$ cat src/rtl/div_sequencer.sv
// div_sequencer: iterative radix-2 restoring divider for DIV/DIVU, one quotient bit per cycle.
module div_sequencer #(
  parameter int WIDTH = 32
) (
  input  logic               clk,
  input  logic               rst,
  input  logic               start,
  input  logic               signed_div,
  input  logic [WIDTH-1:0]   a,
  input  logic [WIDTH-1:0]   b,
  input  logic               annul,
  output logic [2*WIDTH-1:0] result,
  output logic               ready,
  output logic               stall
);
  localparam int CW = $clog2(WIDTH);
  typedef enum logic [1:0] {IDLE, BUSY, ZERO, DONE} state_t;
  state_t           state;
  logic [CW-1:0]    cnt;
  logic [WIDTH-1:0] rem, quo, bmag, amag_in, bmag_in, nrem, nquo;
  logic [WIDTH:0]   rem_sh, trial;
  logic             sa, sb, sd, go, ge;
  assign go      = start & ~annul;
  assign stall   = (state == BUSY) || (state == ZERO) || (state == IDLE && go);
  assign amag_in = (signed_div & a[WIDTH-1]) ? -a : a;
  assign bmag_in = (signed_div & b[WIDTH-1]) ? -b : b;
  assign rem_sh  = {rem, quo[WIDTH-1]};
  assign trial   = rem_sh - {1'b0, bmag};
  // A set top bit of rem means the shifted value already exceeds any divisor.
  assign ge      = rem[WIDTH-1] | ~trial[WIDTH];
  assign nrem    = ge ? trial[WIDTH-1:0] : rem_sh[WIDTH-1:0];
  assign nquo    = {quo[WIDTH-2:0], ge};
  always_ff @(posedge clk or negedge rst) begin
    if (!rst) begin
      state  <= IDLE;
      cnt    <= '0;
      rem    <= '0;
      quo    <= '0;
      bmag   <= '0;
      sa     <= 1'b0;
      sb     <= 1'b0;
      sd     <= 1'b0;
      result <= '0;
      ready  <= 1'b0;
    end else begin
      ready <= 1'b0;
      case (state)
        IDLE: if (go) begin
          if (b == '0) state <= ZERO;
          else begin
            state <= BUSY;
            sa    <= signed_div & a[WIDTH-1];
            sb    <= signed_div & b[WIDTH-1];
            sd    <= signed_div;
            quo   <= amag_in;
            bmag  <= bmag_in;
            rem   <= '0;
            cnt   <= '0;
          end
        end
        BUSY: if (annul) state <= IDLE;
        else begin
          rem <= nrem;
          quo <= nquo;
          cnt <= cnt + CW'(1);
          if (cnt == CW'(WIDTH - 1)) begin
            state  <= DONE;
            ready  <= 1'b1;
            result <= {(sd & sa) ? -nrem : nrem, (sd & (sa ^ sb)) ? -nquo : nquo};
          end
        end
        ZERO: if (annul) state <= IDLE;
        else begin
          state  <= DONE;
          ready  <= 1'b1;
          result <= '0;
        end
        default: state <= IDLE;
      endcase
    end
  end
endmodule

$ cat config.mk
export PLATFORM = sky130hd
export DESIGN_NAME = div_sequencer
export DESIGN_NICKNAME = d
export VERILOG_FILES = /design/src/rtl/div_sequencer.sv
export SDC_FILE = /design/constraint.sdc
export NUM_CORES = 1
export LEC_CHECK = 0
export BUFFER_PORTS_ARGS = -buffer_cell sky130_fd_sc_hd__buf_2
export CORE_MARGIN = 2
export CORE_UTILIZATION = 66
export CTS_BUF_LIST = sky130_fd_sc_hd__clkbuf_8
export DETAILED_ROUTE_END_ITERATION = 7
export PLACE_DENSITY = 0.85
export SKIP_CTS_REPAIR_TIMING = 1
export SYNTH_ARGS = -nofsm -noshare
export SYNTH_HDL_FRONTEND = slang
export SYNTH_SLANG_ARGS = --single-unit
$ cat constraint.sdc
create_clock -name clk -period 10.47 [get_ports clk]
set_clock_uncertainty 0.05 [all_clocks]
set_input_delay 1.5705 -clock clk [delete_from_list [all_inputs] [get_ports clk]]
set_output_delay 1.5705 -clock clk [all_outputs]
set_load 0.03 [all_outputs]
=== Word level (Yosys, flattened, before mapping) ===
Index checks and enable logic that the tools add are counted.

* Add/sub/neg operators: 6
* Equality and inequality tests: 9
* Multiplexer cells: 31
* Bitwise gates (word level): 10
* Reduce and logical (&&, ||, !) cells: 11

{| class="wikitable"
|+ Operators by type and width
! kind !! count
|-
| two-way mux 32 bit || 11
|-
| two-way mux 64 bit || 3
|-
| negator 32 bit || 4
|-
| one-hot mux 32 bit (2 select lines) || 2
|-
| one-hot mux 64 bit (2 select lines) || 1
|-
| subtractor 33 x 32 -> 33 bit || 1
|-
| logical NOT 32 bit || 1
|-
| two-way mux 5 bit || 3
|-
| two-way mux 2 bit || 5
|-
| one-hot mux 5 bit (2 select lines) || 1
|-
| != test 2 bit, second input constant || 4
|-
| AND reduction 4 bit || 2
|-
| one-hot mux 2 bit (3 select lines) || 1
|-
| adder 5 x 1 -> 5 bit, second input constant || 1
|-
| AND 1 bit || 5
|-
| == test 5 bit, second input constant || 1
|-
| nonzero test 2 bit || 2
|-
| two-way mux 1 bit || 3
|-
| != test 3 x 2 -> 1 bit, second input constant || 1
|-
| NOT 1 bit || 3
|-
| AND reduction 3 bit || 1
|-
| == test 2 x 1 -> 1 bit, second input constant || 1
|-
| == test 2 bit, second input constant || 1
|-
| logical NOT 2 bit || 1
|-
| 7 further kinds || 8
|}

* Register bits after elaboration: 171
* Input port bits: 69
* Output and inout bits: 66

=== Longest topological paths before layout ===
* Word-level depth: 9
* Depth in mapped cells: 23
* Gate-level depth less buffers: 20

=== Least setup slack after synthesis ===
Ideal clock, no wire load.

* Path type: register to register
* Start: reg quo[31]
* End: reg result[60]
* Setup time: 0.121 ns
* Arrival time: 4.208 ns
* Path slack: 6.091 ns
* Stages on the path, launching flop included: 22
* Buffers on the path: 3
* Period minus slack after synthesis: 4.379 ns
* Path through: dfrtp_1 -> inv_1 -> ha_1 -> fa_1 -> nor2b_1 -> o31ai_1 -> nand3_1 -> and2_1 -> o211ai_1 -> nand2_2 -> clkbuf_1 -> buf_2 -> buf_2 -> a21oi_1 -> inv_1 -> ha_1 -> nand3_1 -> o31ai_1 -> and4b_1 -> a31oi_1 -> xnor2_1 -> a22o_1

* Word-level cells in the longest chain between the ends: 9

{| class="wikitable"
|+ RTL lines
! what !! line !! RTL
|-
| start: declaration || 20 || <nowiki>logic [WIDTH-1:0] rem, quo, bmag, amag_in, bmag_in, nrem, nquo;</nowiki>
|-
| start signal: assignment || 55 || <nowiki>quo <= amag_in;</nowiki>
|-
| start signal: assignment || 64 || <nowiki>quo <= nquo;</nowiki>
|-
| subtractor 33 x 32 -> 33 bit || 28 || <nowiki>assign trial = rem_sh - {1'b0, bmag};</nowiki>
|-
| NOT 1 bit || 30 || <nowiki>assign ge = rem[WIDTH-1] | ~trial[WIDTH];</nowiki>
|-
| bitwise OR 1 bit || 30 ||
|-
| two-way mux 32 bit (*) || 31 || <nowiki>assign nrem = ge ? trial[WIDTH-1:0] : rem_sh[WIDTH-1:0];</nowiki>
|-
| negator 32 bit || 69 || <nowiki>result <= {(sd & sa) ? -nrem : nrem, (sd & (sa ^ sb)) ? -nquo : nquo};</nowiki>
|-
| two-way mux 32 bit (*) || 69 ||
|-
| two-way mux 64 bit (*) || 66 || <nowiki>if (cnt == CW'(WIDTH - 1)) begin</nowiki>
|-
| two-way mux 64 bit (*) || 61 || <nowiki>BUSY: if (annul) state <= IDLE;</nowiki>
|-
| one-hot mux 64 bit (2 select lines) (*) || 47 || <nowiki>case (state)</nowiki>
|-
| end signal: assignment || 69 ||
|-
| end: declaration || 12 || <nowiki>output logic [2*WIDTH-1:0] result,</nowiki>
|}

Mark *: on every way between the ends. The rest lies on a longest branch, timed or not. The select of a mux whose other input is x is not followed.
A chain may end at the register's enable or synchronous reset.

=== Worst setup path after layout ===
* Start: in b[2]
* End: reg quo[5]

* Word-level cells in the longest chain between the ends: 3

{| class="wikitable"
|+ RTL lines
! what !! line !! RTL
|-
| start: declaration || 10 || <nowiki>input logic [WIDTH-1:0] b,</nowiki>
|-
| logical NOT 32 bit || 49 || <nowiki>if (b == '0) state <= ZERO;</nowiki>
|-
| != test 2 bit (no line) || n/a ||
|-
| AND reduction 4 bit (no line) || n/a ||
|}

Every way passes these cells.

==> out/metrics.csv <==
stage;metric;value;unit
die;starting density of the core;67.67;%
logic_synthesis;post-synth cell types;82;
timing;Tmin final;6010;ps
layout;fraction of layout cells with a size suffix above 1;12.44;%
clocking;total CTS buffers;17;
die;die height;139.9;microns
critical_path;CP Max Fanout;64;
logic_synthesis;asr flop ratio synth;100.0;%
die;Row Count;49;
timing;slew margin rel.;27.86;%
logic_synthesis;Synth Flop Type;dfrtp_1;
detailed_routing;Pre-antenna DRT Iters;6;
die;Die Wd;139.9;microns
hold_path;hold crit path type;flop to flop;
logic_synthesis;top post-synthesis cells by count;nand2_1 (214), dfrtp_1 (171), a21oi_1 (140);
critical_path;Worst Path Required;10760;ps
logic_synthesis;area share of the largest cell type after synthesis;35.08;%
logic_synthesis;Mapped Cells;1525;
power;Pleak;6.075;nW
power;PwrDens;271.5;nW/um^2
power;Comb pwr share;54.2;%
logic_synthesis;Ys Warns;0;
timing;RSZ-0062 raised after global routing;false;
logic_synthesis;Synth Area in XOR/XNOR;9.047;%
logic_synthesis;Synth Area in Compound Gates;23.91;%
power;Clk pwr share;15.1;%
power;Sequential Power Share;30.7;%
logic_synthesis;#FFs+latches synth;171;
die;Ports;135;
run_status;status;finished, final reports clean;
detailed_routing;via count;11801;
place;PortBufs;134;
timing;Final Hold Fails;0;
critical_path;Slowest cell on crit path;nor4_1;
layout;Layout area overhead;9.365;%
logic_synthesis;Net Count, Synth;1637;
clocking;maximum root-to-sink buffer count;2;
layout;nets;1715;
job;# Max-Cap Violations;0;
critical_path;WS Path Type;input pin to flop;
place;gpl congestion;0.9380;
critical_path;critical path arrival;6300;ps
layout;Finished Cell Area;13340;sq um
timing;Worst-Margin Slew;1082;ps
power;switching share of power;49.05;%
detailed_routing;vias per cell;6.393;
logic_synthesis;Post-Synth Simple-Gate Area;20.97;%
logic_synthesis;dominant cell type by area after synthesis;dfrtp_1;
timing;final-report setup violation count;0;
critical_path;crit-path max cell delay;740;ps
place;DP Area;12880;sq um
logic_synthesis;most numerous cell in the Yosys netlist;nand2_1;
global_routing;vias in the first global route;10744;
critical_path;crit path cell chain;buf_2, nor4_1, nand3_1, nor2_2, nand3_1, or4_1, nand3_2, nor2_1, nor2_4, buf_4, o21ai_0;
logic_synthesis;Seq/Total Area, Yosys;35.08;%
clocking;CTS tree;done;
die;Die ar.;19580;sq um
detailed_routing;initial DRC count;1219;
logic_synthesis;Synth area leaders;dfrtp_1 (35%), nand2_1 (6.6%), a21oi_1 (5.7%), o21ai_0 (5.5%), xor2_1 (5.3%);
power;Internal Power;1.845;mW
critical_path;CP endpoint kind;flop;
clocking;CTS H-Tree Depth;4;
global_routing;GRT Util Overall;33.93;%
clocking;Worst-path clk slew;100;ps
timing;crit share post-route;57.40;%
place;DP HPWL;24.78;mm
logic_synthesis;Post-synth EDFFs;0;
detailed_routing;WL/cell;18.09;microns
logic_synthesis;main combinational cell family by area after synthesis;compound AO/OA/AOI/OAI gates;
global_routing;initial antenna violation count;0;
logic_synthesis;mux contribution to synthesized area;1.826;%
detailed_routing;Final ANT Viol Nets;0;
critical_path;Crit path top cell by count;nand3_1;
global_routing;global-route wire length before repair;54.10;mm
global_routing;GRT Residual Overflow;0;
critical_path;Critical Path Start Type;input pin;
power;worst vdd ir;0.3583;mV
clocking;Clock Latency Late Sink;480;ps
timing;setup_tns;0;ps
logic_synthesis;Cell Area, Synth;12200;sq um
clocking;CTS Root Buffer Type;clkbuf_8;
die;Core Area;18020;sq um
detailed_routing;drt total wl;33.40;mm
layout;fill count;1424;
logic_synthesis;adder-cell area share of the yosys netlist;4.472;%
timing;fmax;0.1664;GHz
clocking;CTS sink count;171;
global_routing;largest net degree at the start of global routing;88;
logic_synthesis;Avg Cell Area, Syn;7.999;sq um
power;Psw;1.776;mW
detailed_routing;Post-route DRC;0;
timing;final max-slew violation count;0;
[per-layer routing]
layer / up-vias / GRT usage, % / part of all wire (%) / wire, microns
met4: 0 / 11.79 / 2.9 / 972
met3: 75 / 5.607 / 6.7 / 2229
li1: 5588 / - / - / -
met1: 5653 / 47.40 / 44 / 14590
met2: 485 / 54.04 / 47 / 15610
met5: - / 0 / 0 / 0
[power groups by stage]
stage               registers (mW)  clock network, mW  logic, mW
floorplan                     1.30                  0       1.23
global placement              1.10                  0       1.89
detailed placement            1.12                  0       1.93
CTS                           1.11              0.547       1.94
global route                  1.14              0.571       2.15
finish                        1.11              0.547       1.96
[cell usage in the layout, fill, tap and decap left out, types with 5 or more instances in the layout]
cell type  instances
a211oi_1           8
a21o_1            12
a21oi_1          140
a22o_1            11
a31oi_1           17
and2_1            13
and3_1            13
and4_1             6
buf_2            133
buf_4              8
clkbuf_8          19
dfrtp_1          171
ha_1              41
inv_1             58
mux2i_1           20
nand2_1          214
nand2b_1          14
nand3_1           27
nand3b_1           5
nand4_1           19
nor2_1           126
nor2b_1           10
nor3_1            26
nor3b_1            6
nor4_1            15
o211ai_1           9
o21a_1             8
o21ai_0          134
o21ai_1           46
o31a_1             6
o31ai_1           26
o41ai_1           12
or3_1             16
or4_1             12
xnor2_1           52
xor2_1            74
[final cells by class]
type | instances | area [sq um] | share of cell area [%]
diodes | 1 | 2.502 | 0.01876
clock buffers | 19 | 261.5 | 1.960
clock inverters | 13 | 200.2 | 1.501
inverters | 60 | 225.2 | 1.688
multi-input cells | 1211 | 7348 | 55.08
flip-flops and latches | 171 | 4279 | 32.08
well taps | 229 | 286.5 | 2.148
repair buffers | 142 | 737.0 | 5.524
[registers in the layout, summed over array words and instances, names as in the netlist]
register,cells
result,64
state,2
sd,1
quo,32
rem,32
sb,1
ready,1
cnt,5
sa,1
bmag,32
[worst max-delay path: cells and delay by family]
family	cells	cell delay (ps)
AOI/OAI and AO/OA	1	180
buffers and inverters	2	740
and+or+nand+nor	8	3750
[cell families after synthesis]
group           count (synthesis)
simple gates                  540
compound gates                480
flops                         171
buf+inv                       143
xor+xnor                      126
fa+ha+maj                      43
mux                            22
[through the flow]
stage | std cells | utilization, % | hold slack [ps] | total power, mW | setup WS [ps]
floorplan | 1525 | - | 399.8 | 2.528 | 6091
CTS | 1845 | 74.00 | 437.4 | 3.594 | 4576
global route | 1845 | 74.00 | 460.2 | 3.863 | 4123
detailed placement | 1813 | 71.44 | 414.8 | 3.042 | 4075
global placement | 1813 | 71.44 | 405.9 | 2.989 | 4224
finish | 1846 | 74.01 | 429.8 | 3.622 | 4460
[final timing paths]
| kind | from | to | slack [ps] | cells after the start |
|---|---|---|---|---|
| setup / recovery | b[2] | quo[5] | 4460 | 11 |
| setup reg to reg | quo[31] | result[60] | 5430 | 19 |
| max in group asynchronous | rst | rem[8] | 7750 | 2 |
| hold reg to reg | result[10] | result[10] | 430 | 2 |
| hold / removal | result[10] | result[10] | 430 | 2 |
| min in group asynchronous | rst | result[11] | 1040 | 1 |
(Power assumes the default switching activity.)
